===== src/rtl/shift_seq_unit_if.sv =====
// Operand/result bus between the control unit and the sequential shift unit.
// Handshake: start is a one-cycle request, taken only while the unit is idle (busy=0, done=0);
// done then pulses for exactly one cycle with Zlow valid. There is no backpressure.
interface shift_seq_unit_if;
  logic        start;
  logic [2:0]  op;
  logic [31:0] Ra;
  logic [31:0] Rb;
  logic        busy;
  logic        done;
  logic        illegal;
  logic [31:0] Zlow;

  modport master (output start, op, Ra, Rb, input busy, done, illegal, Zlow);
  modport slave  (input start, op, Ra, Rb, output busy, done, illegal, Zlow);
endinterface


===== src/rtl/shift_seq_unit.sv =====
// Multi-cycle shift/rotate unit: moves the operand at most STEP bit positions per clock
// and writes the final value to Zlow.
module shift_seq_unit #(
  parameter int STEP = 4
) (
  input  logic                 clock,
  input  logic                 clear_n,
  shift_seq_unit_if.slave      bus,
  output logic [1:0]           dbg_state
);

  typedef enum logic [1:0] {
    IDLE  = 2'd0,
    SHIFT = 2'd1,
    DONE  = 2'd2
  } state_t;

  localparam logic [4:0] STEP5 = 5'(STEP);

  state_t      state;
  logic [2:0]  op_q;
  logic        illegal_q;
  logic [31:0] data;
  logic [4:0]  cnt;
  logic [31:0] zlow_q;

  logic [4:0]  s;
  logic [4:0]  cnt_next;
  logic [63:0] dd;
  logic [63:0] ror_w;
  logic [63:0] rol_w;
  logic [31:0] next_data;
  logic        unused_rb;

  assign unused_rb = ^bus.Rb[31:5];

  // Rotates are taken from the doubled word so a single shifter covers both directions.
  always_comb begin
    s         = (cnt < STEP5) ? cnt : STEP5;
    cnt_next  = cnt - s;
    dd        = {data, data};
    ror_w     = dd >> s;
    rol_w     = dd << s;
    next_data = data;
    case (op_q)
      3'd0:    next_data = data >> s;
      3'd1:    next_data = 32'($signed(data) >>> s);
      3'd2:    next_data = data << s;
      3'd3:    next_data = ror_w[31:0];
      3'd4:    next_data = rol_w[63:32];
      default: next_data = data;
    endcase
  end

  always_ff @(posedge clock or negedge clear_n) begin
    if (!clear_n) begin
      state     <= IDLE;
      op_q      <= 3'd0;
      illegal_q <= 1'b0;
      data      <= 32'd0;
      cnt       <= 5'd0;
      zlow_q    <= 32'd0;
    end else begin
      case (state)
        IDLE: begin
          if (bus.start) begin
            op_q      <= bus.op;
            illegal_q <= (bus.op > 3'd4);
            data      <= bus.Ra;
            cnt       <= bus.Rb[4:0];
            state     <= SHIFT;
          end
        end
        SHIFT: begin
          data <= next_data;
          cnt  <= cnt_next;
          // Illegal ops finish on the first edge with the operand untouched.
          if (illegal_q || cnt_next == 5'd0) begin
            zlow_q <= next_data;
            state  <= DONE;
          end
        end
        DONE:    state <= IDLE;
        default: state <= IDLE;
      endcase
    end
  end

  assign bus.busy    = (state == SHIFT);
  assign bus.done    = (state == DONE);
  assign bus.illegal = (state == DONE) && illegal_q;
  assign bus.Zlow    = zlow_q;
  assign dbg_state   = state;

endmodule

===== src/flat_wrapper.sv =====
// flat-port wrapper written by rule: the top's interface ports become plain ports
module shift_seq_unit_flat 
#(
  parameter int STEP = 4
)
  (clock, clear_n, dbg_state, bus_start, bus_op, bus_Ra, bus_Rb, bus_busy, bus_done, bus_illegal, bus_Zlow);
  shift_seq_unit_if bus_i ();
  input  logic clock;
  input  logic clear_n;
  output logic [1:0] dbg_state;
  input wire logic [$bits(bus_i.start)-1:0] bus_start;
  input wire logic [$bits(bus_i.op)-1:0] bus_op;
  input wire logic [$bits(bus_i.Ra)-1:0] bus_Ra;
  input wire logic [$bits(bus_i.Rb)-1:0] bus_Rb;
  output wire logic [$bits(bus_i.busy)-1:0] bus_busy;
  output wire logic [$bits(bus_i.done)-1:0] bus_done;
  output wire logic [$bits(bus_i.illegal)-1:0] bus_illegal;
  output wire logic [$bits(bus_i.Zlow)-1:0] bus_Zlow;
  assign bus_i.start = bus_start;
  assign bus_i.op = bus_op;
  assign bus_i.Ra = bus_Ra;
  assign bus_i.Rb = bus_Rb;
  assign bus_busy = bus_i.busy;
  assign bus_done = bus_i.done;
  assign bus_illegal = bus_i.illegal;
  assign bus_Zlow = bus_i.Zlow;
  shift_seq_unit #(.STEP(STEP)) u_core (.clock(clock), .clear_n(clear_n), .bus(bus_i), .dbg_state(dbg_state));
endmodule

===== config.mk =====
export PLATFORM = sky130hd
export DESIGN_NAME = shift_seq_unit_flat
export DESIGN_NICKNAME = d
export VERILOG_FILES = /design/src/rtl/shift_seq_unit_if.sv /design/src/rtl/shift_seq_unit.sv /design/src/flat_wrapper.sv
export SDC_FILE = /design/constraint.sdc
export NUM_CORES = 1
export LEC_CHECK = 0
export BUFFER_PORTS_ARGS = -buffer_cell sky130_fd_sc_hd__buf_2
export CORE_MARGIN = 2
export CORE_UTILIZATION = 58
export DETAILED_ROUTE_END_ITERATION = 7
export PLACE_DENSITY = 0.89
export SLEW_MARGIN = 20
export SYNTH_ARGS = -nofsm -noshare
export SYNTH_HDL_FRONTEND = slang
export SYNTH_SLANG_ARGS = --single-unit

===== constraint.sdc =====
create_clock -name clock -period 3.2 [get_ports clock]
set_input_delay 0.48 -clock clock [delete_from_list [all_inputs] [get_ports clock]]
set_output_delay 0.48 -clock clock [all_outputs]
set_load 0.02 [all_outputs]

==> impl_metrics.yaml, run 1 <==
synthesis:
  post_synth_fa_ha_maj_area_fraction: 0.00389
  synth_top_family_by_area: "compound AO/OA/AOI/OAI gates"
  postSynthRegisterBits: 75
  synth_area_leader_cell: "sky130_fd_sc_hd__dfrtp_1"
  synth_edf_count: 0
  synth_compound_area_frac: 0.323
  synth.yosys.seq_area_share: 0.292
  synth_area_per_cell_um2: 8.22
  netlist_area_um2: 6440
  async_reset_ff_frac: 1.00
  number_of_distinct_library_cells_after_synthesis: 74
  post_synth_inst_count: 783
  post_synth_main_area_contributors: "sky130_fd_sc_hd__dfrtp_1 (29%), sky130_fd_sc_hd__mux2i_1 (6.4%), sky130_fd_sc_hd__mux4_2 (6.3%), sky130_fd_sc_hd__nand2_1 (5.9%), sky130_fd_sc_hd__a21oi_1 (5.7%)"
  mappedNetlistNets: 855
  post_synth_and_or_nand_nor_area_fraction: 0.150
  yosysWarnings: 0
  netlist.area_leader.share: 0.292
  synth_ff_type: "sky130_fd_sc_hd__dfrtp_1"
  synth.mux.area_fraction: 0.150
  parity_gate_share_of_the_synthesized_area_counting_xor_and_xnor_cells: 0.00136
layout:
  layout_cell_share_with_drive_strength_beyond_1: 0.206
  syn2layout_area_growth_pct: 9.47
  multi_input_area_um2: 4050
  layout.cells.non_filler: 946
  finish.net_count: 873
  sequential_cell_area_um2: 1880
  fin_util: 0.650
  antennaDiodeCount: 0
  fillCellCount: 931
cts:
  cts-resized-gates: 0
  clkTransAtPathRegs_ps: 80
  tritoncts_num_sinks: 75
  ctsRootBufferMaster: "sky130_fd_sc_hd__clkbuf_8"
  holdBufCountCts: 0
  cts_setup_buffers: 0
  tritoncts: "built"
  cts_made_buffers: 9
  clk_path_buf_depth: 2
  clk-insertion-delay-late_ps: 380
  h-tree-depth: 3
placed_design:
  dp.final_hpwl_um: 13900
  numPlacedInstances: 930
  gp_congestion: 0.984
  place.port_buffers: 79
global_routing:
  grt_max_degree: 76
  antenna_found_initial: 0
  grt_first_pass_wirelength_um: 33400
  number_of_global_route_vias_before_repair: 6372
  grt.overflow.total: 0
  gr-usage-all-layers: 0.359
floorplanning:
  die_height_um: 109
  starting_density_of_the_core: 0.594
  dieWidth_um: 109
  die-area_um2: 12000
  num_rows: 38
  placeable_area_um2: 10800
  floorplan.io_pins: 107
critical_path:
  cp-start-kind: "flip-flop"
  critPathSlowestCell: "sky130_fd_sc_hd__dfrtp_1"
  cp_slowest_stage_delay_ps: 560
  critical_path_cell_list: "or3_1 > nand2_1 > ha_1 > o31ai_1 > nand2_1 > inv_1 > buf_4 > nand2_1 > o22a_1"
  rr_startpoint: "u_core.cnt[4]"
  crit_path_end: "u_core.bus.Zlow[9]"
  critical_path.reg2reg.endpoint: "u_core.bus.Zlow[9]"
  cp.arrival_ps: 3020
  path_delay_family: "simple AND/OR/NAND/NOR gates"
  crit_required_ps: 3460
  crit_fanout: 20
  setup.reg_to_reg.worst_slack_ps: 440
  worstSetupStartpoint: "u_core.cnt[4]"
  critical_path.n_buffers_inverters: 2
  timing_worst_setup_path_type: "reg -> reg"
  critPathCaptureType: "flip-flop"
  worst_path_most_repeated_cell: "sky130_fd_sc_hd__nand2_1"
  timing.reg2reg.worst_path_depth: 9
  path_depth: 9
sta:
  slew_viol_final: 0
  setup_repair_after_global_routing_missed_its_margin: "false"
  final_hold_viol_count: 0
  timing.max_slew.rel_slack: 0.244
  skew_final_ps: 7.62
  timing.fmax_mhz: 363
  period_needed_ps: 2760
  setup_violating_endpoint_count_in_the_final_report: 0
  setup-tns-final_ps: 0
  fin_worst_hold_slack_ps: 249
  min_period_over_period: 0.862
  transition_at_the_pin_with_the_smallest_max_transition_slack_ps: 1130
detailed_routing:
  total_routed_length_um: 21100
  postRouteAntennaNets: 0
  post-route-drc-count: 0
  wire_per_inst_um: 22.3
  detail_route.iter0.violations: 859
  drt_first_pass_iters: 7
  via_count: 6820
  via_per_inst: 7.21
pwr:
  totalPowerFinal_uw: 9550
  ir_drop_mv: 0.772
  leakage_uw: 0.00303
  power.density_nw_per_um2: 1360
hold_path:
  hp_class: "in -> async"
run:
  drv_cap: 0
status:
  run_status: "finished clean"
==> where the power goes <==
| group | internal (µW) | total, µW | switching [µW] | leakage, µW |
|---|---|---|---|---|
| registers | 1440 | 2470 | 1030 | 0.000890 |
| logic | 2600 | 6290 | 3690 | 0.00203 |
| clock network | 421 | 791 | 369 | 0.000108 |
==> flip-flops by register name, summed over array words and instances (netlist names) <==
name	flops
u_core.data	32
u_core.bus.Zlow	32
u_core.dbg_state	2
u_core.op_q	3
u_core.cnt	5
u_core.illegal_q	1
==> how the worst min path moves through the flow <==
stage                              startpoint                   to  slack, ps  depth (start not counted)
final                                 clear_n  u_core.bus.Zlow[16]        250                          1
after global routing                  clear_n  u_core.bus.Zlow[19]        320                          1
after CTS                             clear_n  u_core.bus.Zlow[16]        280                          1
after detailed placement  u_core.bus.Zlow[20]  u_core.bus.Zlow[20]        470                          2
after global placement    u_core.bus.Zlow[16]  u_core.bus.Zlow[16]        450                          2
after floorplan                       clear_n   u_core.bus.Zlow[0]        180                          0
==> layer usage <==
layer,track usage,wire (µm),up-vias
met5,0,0,-
met4,0.164,733,0
met3,0.0723,2410,80
met2,0.549,9670,536
met1,0.491,8250,3227
li1,-,-,2977
==> worst register-to-register path: cells and delay by family (launching register included) <==
family / cells / cell delay (ps)
AOI/OAI and AO/OA: 2 / 480
and+or+nand+nor: 4 / 780
DFF: 1 / 560
adders and majority gates: 1 / 250
buffers and inverters: 2 / 590
==> synth_stat cells, drive strengths merged (13+ instances only) <==
library cell / n
mux4: 21
o211ai: 13
o21ai: 45
a22oi: 26
a21o: 20
o22ai: 37
mux2i: 41
nand2: 102
a21oi: 73
buf: 26
clkbuf: 81
nand3: 13
nor2: 48
dfrtp: 75
==> layout make-up <==
class / count / share of cell area
clock buffers: 12 / 0.0234
clock inverters: 4 / 0.00675
inverters: 11 / 0.00586
multi-input cells: 590 / 0.575
flip-flops and latches: 75 / 0.266
well taps: 140 / 0.0249
repair buffers: 114 / 0.0973
==> logic make-up after synthesis <==
group,after synthesis
xor+xnor,1
other cells,2
flops,75
mux,68
buf+inv,118
simple gates,208
compound gates,309
fa+ha+maj,2
==> placed cells by master, fill, tap and decap left out, types with 5 or more instances in the layout <==
cell	count
sky130_fd_sc_hd__a211oi_1	8
sky130_fd_sc_hd__a21o_1	20
sky130_fd_sc_hd__a21oi_1	73
sky130_fd_sc_hd__a221o_1	9
sky130_fd_sc_hd__a221oi_1	5
sky130_fd_sc_hd__a22o_1	6
sky130_fd_sc_hd__a22oi_1	26
sky130_fd_sc_hd__a31oi_1	12
sky130_fd_sc_hd__and3_1	5
sky130_fd_sc_hd__buf_2	78
sky130_fd_sc_hd__buf_4	34
sky130_fd_sc_hd__clkbuf_8	12
sky130_fd_sc_hd__dfrtp_1	75
sky130_fd_sc_hd__inv_1	9
sky130_fd_sc_hd__mux2_2	5
sky130_fd_sc_hd__mux2i_1	41
sky130_fd_sc_hd__mux4_2	18
sky130_fd_sc_hd__nand2_1	102
sky130_fd_sc_hd__nand3_1	13
sky130_fd_sc_hd__nor2_1	48
sky130_fd_sc_hd__nor2b_1	5
sky130_fd_sc_hd__nor3_1	7
sky130_fd_sc_hd__o211ai_1	12
sky130_fd_sc_hd__o21ai_0	43
sky130_fd_sc_hd__o22a_1	12
sky130_fd_sc_hd__o22ai_1	37
sky130_fd_sc_hd__o31ai_1	12
==> stage by stage <==
stage | instance area, µm² | worst slack [ps]
final | 7050 | 442
after global routing | 7050 | 236
after CTS | 7050 | 465
after detailed placement | 6830 | 479
after global placement | 6830 | 553
after floorplan | 6440 | 422
No activity file was read; power rests on OpenSTA's default activity.
==> run 2, diff against run 1 <==
--- a/config.mk
+++ b/config.mk
@@ -6,7 +6,6 @@
 export NUM_CORES = 1
 export LEC_CHECK = 0
 export BUFFER_PORTS_ARGS = -buffer_cell sky130_fd_sc_hd__buf_2
-export CORE_MARGIN = 2
 export CORE_UTILIZATION = 58
 export DETAILED_ROUTE_END_ITERATION = 7
 export PLACE_DENSITY = 0.89
==> run 2 against run 1 <==
The flow now finishes with violations (DRC). First-iteration DRC count decreased by 0.58%. Clock skew decreased by 2.0 ps. Non-clock buffer count decreased by 3. Largest power group unchanged.
==> impl_metrics.yaml, run 2 (synthesis results as in run 1) <==
status:
  run_status: "complete, but fails checks"
  violated_checks: "DRC"
run:
  drv_cap: 0
detailed_routing:
  detail_route.iter0.violations: 854
  via_per_inst: 7.13
  via_count: 6725
  post-route-drc-count: 2
  postRouteAntennaNets: 0
  total_routed_length_um: 20900
  drt_first_pass_iters: 8
  wire_per_inst_um: 22.2
sta:
  setup_repair_after_global_routing_missed_its_margin: "false"
  setup_violating_endpoint_count_in_the_final_report: 0
  skew_final_ps: 5.66
  slew_viol_final: 0
  transition_at_the_pin_with_the_smallest_max_transition_slack_ps: 1020
  timing.max_slew.rel_slack: 0.317
  period_needed_ps: 2780
  timing.fmax_mhz: 359
  min_period_over_period: 0.870
  fin_worst_hold_slack_ps: 244
  final_hold_viol_count: 0
  setup-tns-final_ps: 0
cts:
  ctsRootBufferMaster: "sky130_fd_sc_hd__clkbuf_8"
  clk_path_buf_depth: 2
  tritoncts: "built"
  tritoncts_num_sinks: 75
  cts-resized-gates: 0
  cts_made_buffers: 9
  clkTransAtPathRegs_ps: 80
  cts_setup_buffers: 0
  clk-insertion-delay-late_ps: 380
  holdBufCountCts: 0
  h-tree-depth: 3
floorplanning:
  placeable_area_um2: 10800
  floorplan.io_pins: 107
  die_height_um: 107
  starting_density_of_the_core: 0.594
  num_rows: 38
  dieWidth_um: 107
  die-area_um2: 11500
layout:
  antennaDiodeCount: 0
  most-common-layout-cells: "sky130_fd_sc_hd__nand2_1 (102), sky130_fd_sc_hd__buf_2 (78), sky130_fd_sc_hd__dfrtp_1 (75)"
  layout.cells.most_common: "sky130_fd_sc_hd__nand2_1"
  layout_cell_share_with_drive_strength_beyond_1: 0.200
  syn2layout_area_growth_pct: 8.40
  finish.net_count: 870
  layout.cells.non_filler: 943
critical_path:
  cp.arrival_ps: 3040
  crit_required_ps: 3460
  crit_fanout: 21
  critPathCaptureType: "flip-flop"
  worstSetupStartpoint: "u_core.cnt[3]"
  timing.reg2reg.worst_path_depth: 6
  rr_startpoint: "u_core.cnt[3]"
  timing_worst_setup_path_type: "reg -> reg"
  cp-start-kind: "flip-flop"
pwr:
  power.density_nw_per_um2: 1360
  ir_drop_mv: 0.818
  leakage_uw: 0.00300
global_routing:
  number_of_global_route_vias_before_repair: 6283
  gr-usage-all-layers: 0.376
  grt_first_pass_wirelength_um: 33400
  grt_max_degree: 76
  grt.overflow.total: 0
  antenna_found_initial: 0
hold_path:
  hp_class: "in -> async"
placed_design:
  gp_congestion: 0.942
  dp.final_hpwl_um: 13500
  place.port_buffers: 79
  numPlacedInstances: 927
[run 2: routing by layer]
metal | wire, µm | GRT usage | vias up
li1 | - | - | 2972
met1 | 8260 | 0.493 | 3177
met2 | 9480 | 0.576 | 490
met3 | 2180 | 0.0751 | 86
met4 | 1030 | 0.219 | 0
met5 | 0 | 0 | -
[run 2: critical path, stage by stage, from the launching register on]
cell                      delay, ps
sky130_fd_sc_hd__dfrtp_1        550
sky130_fd_sc_hd__nor4b_4        360
sky130_fd_sc_hd__buf_4          360
sky130_fd_sc_hd__mux4_1         620
sky130_fd_sc_hd__a221o_1        390
sky130_fd_sc_hd__a31oi_1        260
sky130_fd_sc_hd__a21oi_1        120
[run 2: report_power, final]
part / internal (µW) / leakage, µW / switching, µW
Sequential: 1440 / 0.000890 / 1050
Combinational: 2570 / 0.00201 / 3680
Clock: 366 / 0.0000997 / 363
[run 2: layout make-up]
cell class	instances	area (µm²)
multi-input combinational	590	4050
fill	937	3860
sequential	75	1880
timing repair buffer	111	638
clock buffer	15	186
tap	140	175
inverter	11	41.3
clock inverter	1	5.00
[run 2: worst paths after layout]
path	slack, ps	to
setup / recovery	420	u_core.data[5]
hold / removal	240	u_core.bus.Zlow[18]
setup reg to reg	420	u_core.data[5]
hold reg to reg	480	u_core.bus.Zlow[19]
max in group asynchronous	2340	u_core.data[30]
min in group clock	320	u_core.op_q[1]
[run 2: stage by stage]
stage / utilization / instance area, µm² / total power (µW) / setup slack [ps]
after detailed placement: 0.626 / 6790 / 8500 / 466
after global routing: 0.644 / 6980 / 10100 / 273
after CTS: 0.644 / 6980 / 9260 / 447
after global placement: 0.626 / 6790 / 8290 / 527
after floorplan: - / 6440 / 6800 / 422
final: 0.644 / 6980 / 9460 / 416
